## config.mk

```make
export PLATFORM = sky130hd
export DESIGN_NAME = mul_div_unit
export DESIGN_NICKNAME = d
export VERILOG_FILES = /design/src/rtl/cpu_pkg.sv /design/src/rtl/mul_div_step.sv /design/src/rtl/mul_div_unit.sv
export SDC_FILE = /design/constraint.sdc
export NUM_CORES = 1
export LEC_CHECK = 0
export BUFFER_PORTS_ARGS = -buffer_cell sky130_fd_sc_hd__buf_4
export CORE_MARGIN = 2
export CORE_UTILIZATION = 41
export CTS_BUF_LIST = sky130_fd_sc_hd__clkbuf_16
export CTS_CLUSTER_DIAMETER = 200
export CTS_CLUSTER_SIZE = 10
export DETAILED_ROUTE_END_ITERATION = 16
export HOLD_SLACK_MARGIN = 0.1
export SLEW_MARGIN = 10
export SYNTH_ARGS = -nofsm -noshare
export SYNTH_HDL_FRONTEND = slang
export SYNTH_SLANG_ARGS = --single-unit
export TNS_END_PERCENT = 5
```

## constraint.sdc

```tcl
create_clock -name clk -period 6.7 [get_ports clk]
set_clock_uncertainty 0.15 [all_clocks]
set_input_delay 1.005 -clock clk [delete_from_list [all_inputs] [get_ports clk]]
set_output_delay 1.005 -clock clk [all_outputs]
set_load 0.05 [all_outputs]
```

## src/rtl/cpu_pkg.sv

```systemverilog
// Shared constants and types for the multiply/divide datapath.
package cpu_pkg;

    localparam int unsigned MD_DATA_W = 32;

    localparam logic MD_OP_MUL = 1'b0;
    localparam logic MD_OP_DIV = 1'b1;

    typedef enum logic [1:0] {
        IDLE,
        PREP,
        RUN,
        FIX
    } md_state_t;

endpackage

```

## src/rtl/mul_div_step.sv

```systemverilog
// Single combinational iteration: Booth add/shift for MUL, restoring
// subtract/shift for DIV. Module name is muldiv_step.
module muldiv_step
    import cpu_pkg::*;
#(
    parameter int unsigned WIDTH = MD_DATA_W
) (
    input  logic             op_i,
    input  logic [WIDTH:0]   acc_i,
    input  logic [WIDTH-1:0] q_i,
    input  logic             qm1_i,
    input  logic [WIDTH:0]   m_i,
    output logic [WIDTH:0]   acc_o,
    output logic [WIDTH-1:0] q_o,
    output logic             qm1_o
);

    logic [WIDTH:0]   booth_sum;
    logic [WIDTH:0]   rem_sh;
    logic [WIDTH+1:0] trial;

    always_comb begin
        booth_sum = acc_i;
        rem_sh    = {acc_i[WIDTH-1:0], q_i[WIDTH-1]};
        trial     = {1'b0, rem_sh} - {1'b0, m_i};
        acc_o     = acc_i;
        q_o       = q_i;
        qm1_o     = 1'b0;

        if (op_i == MD_OP_MUL) begin
            case ({q_i[0], qm1_i})
                2'b01:   booth_sum = acc_i + m_i;
                2'b10:   booth_sum = acc_i - m_i;
                default: booth_sum = acc_i;
            endcase
            // Arithmetic shift right of {acc, Q, Q-1}.
            acc_o = {booth_sum[WIDTH], booth_sum[WIDTH:1]};
            q_o   = {booth_sum[0], q_i[WIDTH-1:1]};
            qm1_o = q_i[0];
        end else if (!trial[WIDTH+1]) begin
            acc_o = trial[WIDTH:0];
            q_o   = {q_i[WIDTH-2:0], 1'b1};
        end else begin
            acc_o = rem_sh;
            q_o   = {q_i[WIDTH-2:0], 1'b0};
        end
    end

endmodule

```

## src/rtl/mul_div_unit.sv

```systemverilog
// Iterative signed multiply/divide producing HI/LO. Optional MULDIV_DIVZERO_EN
// adds a div_zero flag and a fast path for division by zero.
module mul_div_unit
    import cpu_pkg::*;
#(
    parameter int unsigned WIDTH = MD_DATA_W
) (
    input  logic             clk,
    input  logic             clr,
    input  logic             start,
    input  logic             op,
    input  logic [WIDTH-1:0] a,
    input  logic [WIDTH-1:0] b,
    output logic             busy,
    output logic             done,
    output logic [WIDTH-1:0] hi,
    output logic [WIDTH-1:0] lo
`ifdef MULDIV_DIVZERO_EN
    ,
    output logic             div_zero
`endif
);

    localparam int unsigned CntW = (WIDTH > 1) ? $clog2(WIDTH) : 1;
    localparam logic [CntW-1:0] CntLast = CntW'(WIDTH - 1);

    md_state_t        state_q, state_d;
    logic             op_q, op_d;
    logic [WIDTH-1:0] a_q, a_d;
    logic [WIDTH-1:0] b_q, b_d;
    logic [WIDTH:0]   m_q, m_d;
    logic [WIDTH:0]   acc_q, acc_d;
    logic [WIDTH-1:0] q_q, q_d;
    logic             qm1_q, qm1_d;
    logic [CntW-1:0]  cnt_q, cnt_d;
    logic             sign_q_q, sign_q_d;
    logic             sign_r_q, sign_r_d;
    logic [WIDTH-1:0] hi_q, hi_d;
    logic [WIDTH-1:0] lo_q, lo_d;
    logic             done_q, done_d;
`ifdef MULDIV_DIVZERO_EN
    logic             dz_q, dz_d;
`endif

    logic [WIDTH-1:0] a_abs, b_abs;
    logic [WIDTH:0]   step_acc;
    logic [WIDTH-1:0] step_q;
    logic             step_qm1;

    assign a_abs = a_q[WIDTH-1] ? -a_q : a_q;
    assign b_abs = b_q[WIDTH-1] ? -b_q : b_q;

    muldiv_step #(
        .WIDTH (WIDTH)
    ) u_step (
        .op_i  (op_q),
        .acc_i (acc_q),
        .q_i   (q_q),
        .qm1_i (qm1_q),
        .m_i   (m_q),
        .acc_o (step_acc),
        .q_o   (step_q),
        .qm1_o (step_qm1)
    );

    always_comb begin
        state_d  = state_q;
        op_d     = op_q;
        a_d      = a_q;
        b_d      = b_q;
        m_d      = m_q;
        acc_d    = acc_q;
        q_d      = q_q;
        qm1_d    = qm1_q;
        cnt_d    = cnt_q;
        sign_q_d = sign_q_q;
        sign_r_d = sign_r_q;
        hi_d     = hi_q;
        lo_d     = lo_q;
        done_d   = 1'b0;
`ifdef MULDIV_DIVZERO_EN
        dz_d     = 1'b0;
`endif

        case (state_q)
            IDLE: begin
                cnt_d = '0;
                if (start) begin
                    op_d    = op;
                    a_d     = a;
                    b_d     = b;
                    state_d = PREP;
`ifdef MULDIV_DIVZERO_EN
                    if (op == MD_OP_DIV && b == '0) state_d = FIX;
`endif
                end
            end
            PREP: begin
                acc_d    = '0;
                qm1_d    = 1'b0;
                cnt_d    = '0;
                sign_q_d = a_q[WIDTH-1] ^ b_q[WIDTH-1];
                sign_r_d = a_q[WIDTH-1];
                if (op_q == MD_OP_MUL) begin
                    q_d = b_q;
                    m_d = {a_q[WIDTH-1], a_q};
                end else begin
                    q_d = a_abs;
                    m_d = {1'b0, b_abs};
                end
                state_d = RUN;
            end
            RUN: begin
                acc_d = step_acc;
                q_d   = step_q;
                qm1_d = step_qm1;
                if (cnt_q == CntLast) begin
                    cnt_d   = '0;
                    state_d = FIX;
                end else begin
                    cnt_d = cnt_q + 1'b1;
                end
            end
            FIX: begin
                done_d  = 1'b1;
                state_d = IDLE;
                if (op_q == MD_OP_MUL) begin
                    hi_d = acc_q[WIDTH-1:0];
                    lo_d = q_q;
                end else if (b_q == '0) begin
                    // Division by zero: all-ones quotient, dividend as remainder.
                    hi_d = a_q;
                    lo_d = '1;
`ifdef MULDIV_DIVZERO_EN
                    dz_d = 1'b1;
`endif
                end else begin
                    hi_d = sign_r_q ? -acc_q[WIDTH-1:0] : acc_q[WIDTH-1:0];
                    lo_d = sign_q_q ? -q_q : q_q;
                end
            end
            default: state_d = IDLE;
        endcase
    end

    always_ff @(posedge clk) begin
        if (clr) begin
            state_q  <= IDLE;
            op_q     <= MD_OP_MUL;
            a_q      <= '0;
            b_q      <= '0;
            m_q      <= '0;
            acc_q    <= '0;
            q_q      <= '0;
            qm1_q    <= 1'b0;
            cnt_q    <= '0;
            sign_q_q <= 1'b0;
            sign_r_q <= 1'b0;
            hi_q     <= '0;
            lo_q     <= '0;
            done_q   <= 1'b0;
`ifdef MULDIV_DIVZERO_EN
            dz_q     <= 1'b0;
`endif
        end else begin
            state_q  <= state_d;
            op_q     <= op_d;
            a_q      <= a_d;
            b_q      <= b_d;
            m_q      <= m_d;
            acc_q    <= acc_d;
            q_q      <= q_d;
            qm1_q    <= qm1_d;
            cnt_q    <= cnt_d;
            sign_q_q <= sign_q_d;
            sign_r_q <= sign_r_d;
            hi_q     <= hi_d;
            lo_q     <= lo_d;
            done_q   <= done_d;
`ifdef MULDIV_DIVZERO_EN
            dz_q     <= dz_d;
`endif
        end
    end

    assign busy = (state_q != IDLE);
    assign done = done_q;
    assign hi   = hi_q;
    assign lo   = lo_q;
`ifdef MULDIV_DIVZERO_EN
    assign div_zero = dz_q;
`endif

endmodule
```

## After elaboration in Yosys (flattened, before gate mapping)

Cells that the tools add are included.

| word-level totals | value |
|---|---|
| memories | 0 |
| bits in writable memories | 0 |
| register bits | 238 |
| latch bits | 0 |
| ROM bits | 0 |
| output and inout port bits | 66 |

| operators by class | value |
|---|---|
| bitwise gates (word level) | 1 |
| divide/modulo/power cells | 0 |
| reductions and logical operators | 8 |
| multiply operators | 0 |
| eq/ne operators | 8 |
| add/sub/neg operators | 8 |
| multiplexer cells | 25 |
| shift-type cells | 0 |
| order comparisons | 0 |

Operators with widths:

| cell | number |
|---|---|
| 32-bit two-way mux | 10 |
| 33-bit case mux with 2 select lines | 2 |
| 32-bit negation | 4 |
| 33-bit two-way mux | 3 |
| 32-bit case mux with 2 select lines | 1 |
| 33-bit by 33-bit subtractor with 34-bit output | 1 |
| 33-bit adder | 1 |
| 33-bit subtractor | 1 |
| 32-bit logical NOT | 1 |
| 5-bit case mux with 2 select lines | 1 |
| 2-bit case mux with 4 select lines | 1 |
| 2-bit == test, second input constant | 3 |
| 2-bit nonzero test | 3 |
| 5-bit by 1-bit adder with 5-bit output, second input constant | 1 |
| 5-bit == test, second input constant | 1 |
| 5-bit two-way mux | 1 |
| 2-bit by 1-bit == test with 1-bit output, second input constant | 2 |
| 2-bit two-way mux | 2 |
| 2-bit != test, second input constant | 2 |
| 2-bit AND reduction | 2 |
| 1-bit two-way mux | 3 |
| 2-bit logical NOT | 1 |
| 1-bit case mux with 2 select lines | 1 |
| 2-bit OR reduction | 1 |
| 1-bit XOR | 1 |

## Logic depth before layout (Yosys ltp)

Gate-level depths: netlist (run 1).

| logic depth | value |
|---|---|
| depth after elaboration | 4 |
| gate-level depth with buffers | 19 |
| mapped depth without buffers | 17 |

## Hierarchy

A second synthesis (run 1) with hierarchy kept.

| second synthesis, totals | value |
|---|---|
| cells, all modules | 2,430 |
| area, all modules | 18,101.1 um2 |

Modules (own cells, without submodules):

| module | area each (um2) | times used | cells an instance | sequential area each (um2) |
|---|---|---|---|---|
| mul_div_unit | 12,419.4 | 1 | 1,580 | 4,764.6 |
| muldiv_step | 5,681.7 | 1 | 850 | 0.0 |

## Worst setup path before layout (run 1)

OpenSTA, ideal clock, no wires.

| path | value |
|---|---|
| kind | register to register |
| from | register q_q[0] |
| to | register acc_q[31] |
| required time | 6.418 ns |
| cell stages (with the launch flop) | 16 |
| buffers on the path | 2 |
| arrival | 3.830 ns |
| library setup time | 0.132 ns |
| clock period less this slack | 4.113 ns |
| path slack | 2.587 ns |
| cell sequence | dfxtp_1 -> ha_1 -> clkbuf_1 -> clkbuf_1 -> nor2_1 -> xnor2_1 -> ha_1 -> nor2b_1 -> o31ai_1 -> a211oi_1 -> o31a_1 -> a31oi_1 -> o21ai_0 -> xnor2_1 -> a21oi_1 -> or3b_2 |

| on the way | value |
|---|---|
| longest elaborated chain between the ends | 4 |

RTL lines:

| element | RTL line | RTL |
|---|---|---|
| start, declared | mul_div_unit.sv:33 | `logic [WIDTH-1:0] q_q, q_d;` |
| start signal, assigned | mul_div_unit.sv:172 | `q_q <= q_d;` |
| 2-bit == test / 2-bit by 1-bit == test with 1-bit output (equally long branches) | mul_div_step.sv:31 | `case ({q_i[0], qm1_i})` |
| 33-bit case mux with 2 select lines * | mul_div_step.sv:31 |  |
| 33-bit two-way mux * | mul_div_step.sv:30 | `if (op_i == MD_OP_MUL) begin` |
| 33-bit case mux with 2 select lines * | mul_div_unit.sv:85 | `case (state_q)` |
| end signal, assigned | mul_div_unit.sv:153 | `acc_q <= '0;` |
| end signal, assigned | mul_div_unit.sv:171 | `acc_q <= acc_d;` |
| end, declared | mul_div_unit.sv:32 | `logic [WIDTH:0] acc_q, acc_d;` |

Every way passes the cells marked *; elsewhere a longest branch is shown, timed or not.
A chain may end at the register's enable or synchronous reset.

## Worst setup path after layout (run 1)

Same ends and word-level chain as after synthesis.

==> flow_summary.toml, run 1 <==
[logic_synthesis]
synthFlopType = "dfxtp_1"
seq_area_frac_synth_pct = 26.69
synth_edf_count = 0
synthCells = 2384
ys_ff_latch = 238
synth.avg_cell_area_um2 = 7.489
synth_cell_types = 84
ys_warn_count = 0
syn_nets = 2533
async_reset_ff_share_pct = 0
netlist_area_mm2 = 0.01785

[power_and_ir_drop]
ir_drop_mv = 0.6284
power.total_uw = 9934
power.leakage_uw = 0.007486
power.density_mw_per_mm2 = 502.4

[finish]
diodes = 0
layout_common_cells = "322 x nand2_1, 257 x nor2_1, 237 x dfxtp_1"
area_delta_synth_final_pct = 10.76
fillers = 4406
final_core_util_pct = 46.01
finalNonFillerCells = 2975
drive_gt1_share_pct = 10.63
final_common_cell = "nand2_1"
nets = 2538

[worst_setup_path]
worstSetupPathType = "reg -> reg"
critical_path.startpoint_type = "flip-flop"
worstPathArrival_ps = 5290
crit_required_ps = 6990
end_kind = "flip-flop"
worstSetupStartpoint = "q_q[0]$_SDFFE_PP0P_"
reg2reg_from = "q_q[0]$_SDFFE_PP0P_"
cp_max_fo = 23

[global_route]
grt_usage_pct = 26.46
grt_pass1_wl_um = 94230
grt_pass1_vias = 16650
grt_max_degree = 174
antenna_found_initial = 0
grt_overflow = 0

[floorplan]
core_area_mm2 = 0.04298
fp.dieH_um = 212.7
top_level_ports = 134
die_area_mm2 = 0.04523
initial_core_util_pct = 41.54
die_w_um = 212.7
rows = 76

[min_path]
hp-class = "reg -> reg"
hp-start = "qm1_q$_SDFFE_PP0P_"

[cts]
clockBufferDepth = 3
cts_resized = 0
clk_pin_slew_ps = 70
post_cts_buffers = 0
cts_root_buffer = "clkbuf_16"
htreeDepth = 1
cts_sinks = 238
clk_latency_ps = 570
cts_buffers = 27
cts_tree = "done"
ctsHoldBuffers = 0

[timing]
post-route-period-util_pct = 74.69
rsz0062_at_grt = "no"
drv_slew = 0
final_hold_viol_count = 0
worst_pin_slew_ps = 1131
period_minus_slack_ps = 5004
tns_ps = 0
setup_viol = 0
timing.hold.ws_ps = 318.2
maxSlewHeadroom_pct = 24.34
max_clock_freq_ghz = 0.1998

[job]
maxCapViolations = 0

[placed_design]
place_inst = 2945
globalplace.congestion = 0.9519
numPortBuffers = 133
place_hpwl_um = 43940

[route]
vias = 17840
drt_iter0_drc = 1550
drt_wl_total_um = 60480
drc = 0
dr.pass1.iters = 6
wire_per_inst_um = 20.33
drtAntennaViolNets = 0
viasPerCell = 5.997

[outcome]
status = "completed"
[metrics by stage]
step / cell area (um^2) / setup WS, ps
3_3_place_gp: 19080 / 1830
2_1_floorplan: 17850 / 2587
3_5_place_dp: 19080 / 1721
6_report: 19780 / 1696
4_1_cts: 19780 / 1697
5_1_grt: 19780 / 1288
[critical path, cell delays in order, from the launching register on]
cell,delay (ps)
dfxtp_1,420
ha_1,760
a21oi_1,180
nor2_1,510
o21ai_0,240
xnor2_1,190
ha_1,370
a21oi_1,260
inv_1,70
a31oi_1,180
inv_1,60
a31oi_1,340
o21ai_0,240
xnor2_1,330
a21oi_1,110
or3b_2,460
[final timing paths]
| check | end | slack, ps | depth (start not counted) |
|---|---|---|---|
| worst min register to register | qm1_q$_SDFFE_PP0P_ | 320 | 2 |
| worst min-delay path | qm1_q$_SDFFE_PP0P_ | 320 | 2 |
| worst max-delay path | acc_q[31]$_SDFFE_PP0P_ | 1700 | 15 |
| worst max register to register | acc_q[31]$_SDFFE_PP0P_ | 1700 | 15 |
[cell families after synthesis]
logic type,synth area share [%]
fa+ha+maj,5.761
buf+inv,5.775
mux,6.020
simple gates,22.03
xor+xnor,8.340
flops,26.69
compound gates,25.39
[Yosys cell counts, types with 17 or more instances]
library cell | n | share of area [%]
mux2i_1 | 41 | 2.3
nand4_1 | 22 | 0.77
nor3_1 | 61 | 1.7
a311oi_1 | 31 | 1.5
a21oi_1 | 225 | 6.3
dfxtp_1 | 238 | 27
inv_1 | 80 | 1.7
nor2_1 | 258 | 5.4
or3_1 | 17 | 0.60
xor2_1 | 59 | 2.9
a211oi_1 | 29 | 1.2
o21ai_0 | 129 | 3.6
xnor2_1 | 111 | 5.4
clkbuf_1 | 151 | 3.2
nand2b_1 | 34 | 1.2
nand2_1 | 323 | 6.8
a21o_1 | 26 | 1.1
o31ai_1 | 40 | 1.7
ha_1 | 79 | 5.5
mux4_2 | 28 | 3.5
nand3_1 | 46 | 1.3
a31oi_1 | 26 | 0.91
o211ai_1 | 43 | 1.8
[power by group]
group | switching [uW] | internal [uW] | leakage, uW | total [uW]
sequential | 379 | 1670 | 0.00194 | 2050
clock | 597 | 706 | 0.000344 | 1300
combinational | 4160 | 2420 | 0.00521 | 6590
[state kept, by name, indices dropped and copies added, names as in the netlist]
| signal | count |
|---|---|
| lo | 32 |
| sign_r_q | 1 |
| state_q | 2 |
| a_q | 32 |
| op_q | 1 |
| acc_q | 33 |
| qm1_q | 1 |
| q_q | 32 |
| done | 1 |
| b_q | 32 |
| cnt_q | 5 |
| sign_q_q | 1 |
| m_q | 33 |
| hi | 32 |
[final cells by class]
class | count | area [um^2] | area share (%)
inverters | 82 | 307.8 | 1.556
repair buffers | 156 | 1187 | 6.004
well taps | 585 | 732.0 | 3.701
multi-input cells | 1884 | 12090 | 61.13
clock inverters | 3 | 16.27 | 0.08225
clock buffers | 27 | 675.6 | 3.417
flip-flops and latches | 238 | 4768 | 24.11
[per-layer routing]
layer | vias up | global-route usage [%] | share of wire [%]
li1 | 8580 | - | -
met1 | 8516 | 35.94 | 45
met2 | 615 | 42.90 | 45
met3 | 131 | 2.618 | 5.7
met4 | 0 | 11.19 | 4.4
met5 | - | 0 | 0
Note: power is estimated with default switching activity, not from simulation.
==> inputs of run 2 (changes only) <==
--- a/config.mk
+++ b/config.mk
@@ -5,6 +5,7 @@
 export SDC_FILE = /design/constraint.sdc
 export NUM_CORES = 1
 export LEC_CHECK = 0
+export ABC_AREA = 1
 export BUFFER_PORTS_ARGS = -buffer_cell sky130_fd_sc_hd__buf_4
 export CORE_MARGIN = 2
 export CORE_UTILIZATION = 41
==> constraint.sdc (replaced) <==
create_clock -name clk -period 4.75 [get_ports clk]
set_clock_uncertainty 0.15 [all_clocks]
set_input_delay 0.7125 -clock clk [delete_from_list [all_inputs] [get_ports clk]]
set_output_delay 0.7125 -clock clk [all_outputs]
set_load 0.05 [all_outputs]
==> run 2 against run 1 <==
Against the previous run:
- global-route usage increased by 5.9 points
- flip-flop and latch count unchanged
- first-iteration DRC count increased by 49%
- combinational power increased by 78%
- critical path type unchanged
- fmax increased by 22%
- largest cell class unchanged
- count of clock-buffer cells in the layout unchanged
==> flow_summary.toml, run 2 <==
[worst_setup_path]
timing.rr.end = "acc_q[31]$_SDFFE_PP0P_"
reg2reg_from = "m_q[1]$_SDFFE_PP0N_"
end_kind = "flip-flop"
reg2regPathDepth = 25
worstSetupPathType = "reg -> reg"
critical_path.startpoint_type = "flip-flop"
worstPathArrival_ps = 4440
r2r_slack_ps = 650
cp_max_fo = 5
crit_required_ps = 5090

[floorplan]
fp.dieH_um = 216.8
die_w_um = 216.8
die_area_mm2 = 0.04699
initial_core_util_pct = 41.79
rows = 77
core_area_mm2 = 0.04441
top_level_ports = 134

[cts]
cts_tree = "done"
cts_resized = 0
clockBufferDepth = 3
htreeDepth = 1
cts_buffers = 27
clk_pin_slew_ps = 70
cts_sinks = 238
clk_latency_ps = 600
cts_root_buffer = "clkbuf_16"
ctsHoldBuffers = 0
post_cts_buffers = 0

[timing]
drv_slew = 0
max_clock_freq_ghz = 0.2441
period_minus_slack_ps = 4096
rsz0062_at_grt = "no"
setup_viol = 0
final_hold_viol_count = 0
post-route-period-util_pct = 86.23
worst_pin_slew_ps = 1247
fin_ws_ps = 654.1
maxSlewHeadroom_pct = 16.37
tns_ps = 0

[finish]
reg_top3 = "acc_q: 33 flops, m_q: 33 flops"
finalNonFillerCells = 3641
area_delta_synth_final_pct = 12.13
nets = 3197
layout_common_cells = "603 x nand2_1, 440 x a21oi_1, 341 x o21ai_0"
final_common_cell = "nand2_1"
final_area_mm2 = 0.02081
diodes = 0
drive_gt1_share_pct = 8.593

[min_path]
hp-start = "a[4]"
min_to = "a_q[4]$_SDFFE_PP0P_"
worstHoldPathCells = 3
hp-class = "in -> reg"

[route]
drt_iter0_drc = 2312
vias = 21100
drc = 0
wire_per_inst_um = 21.54
drtAntennaViolNets = 0
viasPerCell = 5.795
drt_wl_total_um = 78430
dr.pass1.iters = 6

[power_and_ir_drop]
power.leakage_uw = 0.009136
power.density_mw_per_mm2 = 799.3
ir_drop_mv = 0.6004

[job]
maxCapViolations = 0

[global_route]
grt_overflow = 0
grt_pass1_wl_um = 118200
antenna_found_initial = 1
grt_pass1_vias = 19350
grt_usage_pct = 32.40
grt_max_degree = 122

[logic_synthesis]
ys_ff_latch = 238
synth_cell_types = 50
synthFlopType = "dfxtp_1"
ys_warn_count = 0
synth_top_area_cell = "dfxtp_1"
yosys.area.top_type_share_pct = 25.67
synthCells = 2985
async_reset_ff_share_pct = 0
synth.avg_cell_area_um2 = 6.218
synthTopCellsByArea = "dfxtp_1 26%, nand2_1 12%, a21oi_1 12%"
synth_edf_count = 0
seq_area_frac_synth_pct = 25.67
syn_nets = 3134
synth.most_common_cell = "nand2_1"
synthTopCellsByCount = "604 x nand2_1, 440 x a21oi_1, 341 x o21ai_0"
netlist_area_mm2 = 0.01856

[placed_design]
numPortBuffers = 133
place_inst = 3611
place_hpwl_um = 60510
place_ws_ps = 674.7
dpl_cell_area_mm2 = 0.02011
globalplace.congestion = 0.9975

[outcome]
status = "completed"
## run 2: cell count changes in the layout (fill, tap and decap cells not counted), sizes merged, moves of 41 or more
cell,change
mux2i,-41
a21oi,+215
nand2,+286
xor2,+58
xnor2,-98
nand3,+123
o21ai,+214
inv,+209
## run 2: metal layers
layer	routed length [um]	global-route usage [%]	share of wire, %	vias to the layer above
li1	-	-	-	10200
met1	35690	46.58	46	9850
met2	34120	50.07	44	913
met3	6136	4.500	7.8	133
met4	2468	9.863	3.1	2
met5	15	0	0.019	-
## run 2: kinds of logic (layout without fill, tap and decap cells)
| logic type | after synthesis | after routing | share of synthesized area, % |
|---|---|---|---|
| flops | 238 | 238 | 25.67 |
| simple gates | 1155 | 1155 | 26.24 |
| xor+xnor | 130 | 130 | 6.135 |
| buf+inv | 453 | 517 | 9.471 |
| compound gates | 928 | 928 | 26.94 |
| fa+ha+maj | 81 | 81 | 5.541 |
## run 2: how the worst max path moves through the flow
| stage | slack [ps] | from | to |
|---|---|---|---|
| 2_1_floorplan | 1400 | m_q[1]$_SDFFE_PP0N_ | acc_q[31]$_SDFFE_PP0P_ |
| 6_report | 650 | m_q[1]$_SDFFE_PP0N_ | acc_q[31]$_SDFFE_PP0P_ |
| 5_1_grt | 240 | m_q[1]$_SDFFE_PP0N_ | acc_q[27]$_SDFFE_PP0P_ |
| 4_1_cts | 640 | m_q[1]$_SDFFE_PP0N_ | acc_q[31]$_SDFFE_PP0P_ |
| 3_3_place_gp | 660 | m_q[1]$_SDFFE_PP0N_ | acc_q[31]$_SDFFE_PP0P_ |
| 3_5_place_dp | 670 | m_q[1]$_SDFFE_PP0N_ | acc_q[31]$_SDFFE_PP0P_ |
## run 2: layout make-up
type	instances	area [um^2]
multi-input cells	2294	12050
repair buffers	192	1441
fillers	4723	23600
inverters	295	1111
clock inverters	3	27.53
well taps	592	740.7
flip-flops and latches	238	4768
clock buffers	27	675.6
## run 2: critical path: stages, from the launching register on
cell,delay [ps]
dfxtp_1,340
inv_1,130
nand3_1,120
nor2_1,130
nand3_1,200
inv_1,140
nand4_1,110
nand2_1,110
o21ai_1,120
a21oi_2,200
nand2_1,110
a21oi_1,190
nand2_1,90
xor2_1,220
ha_1,340
a21oi_1,270
nand2_1,110
a21oi_1,190
nand2_1,70
a21oi_1,150
nand3_1,100
nand3_1,90
nand3_1,70
nand2_1,100
nand2_1,50
a21oi_1,130
## run 2: through the flow
step	hold slack (ps)	utilization (%)	power, uW
after global placement	301.7	45.28	14510
after floorplan	295.3	-	10930
after global routing	263.2	46.86	17850
final	245.5	46.86	16640
after detailed placement	307.6	45.28	14510
after CTS	231.6	46.86	16440
## run 2: report_power, final
part | internal (uW) | total, uW | switching (uW) | leakage [uW]
sequential | 2470 | 3040 | 573 | 0.00195
combinational | 3410 | 11700 | 8310 | 0.00684
clock | 1000 | 1880 | 877 | 0.000349
total | 6880 | 16600 | 9760 | 0.00914
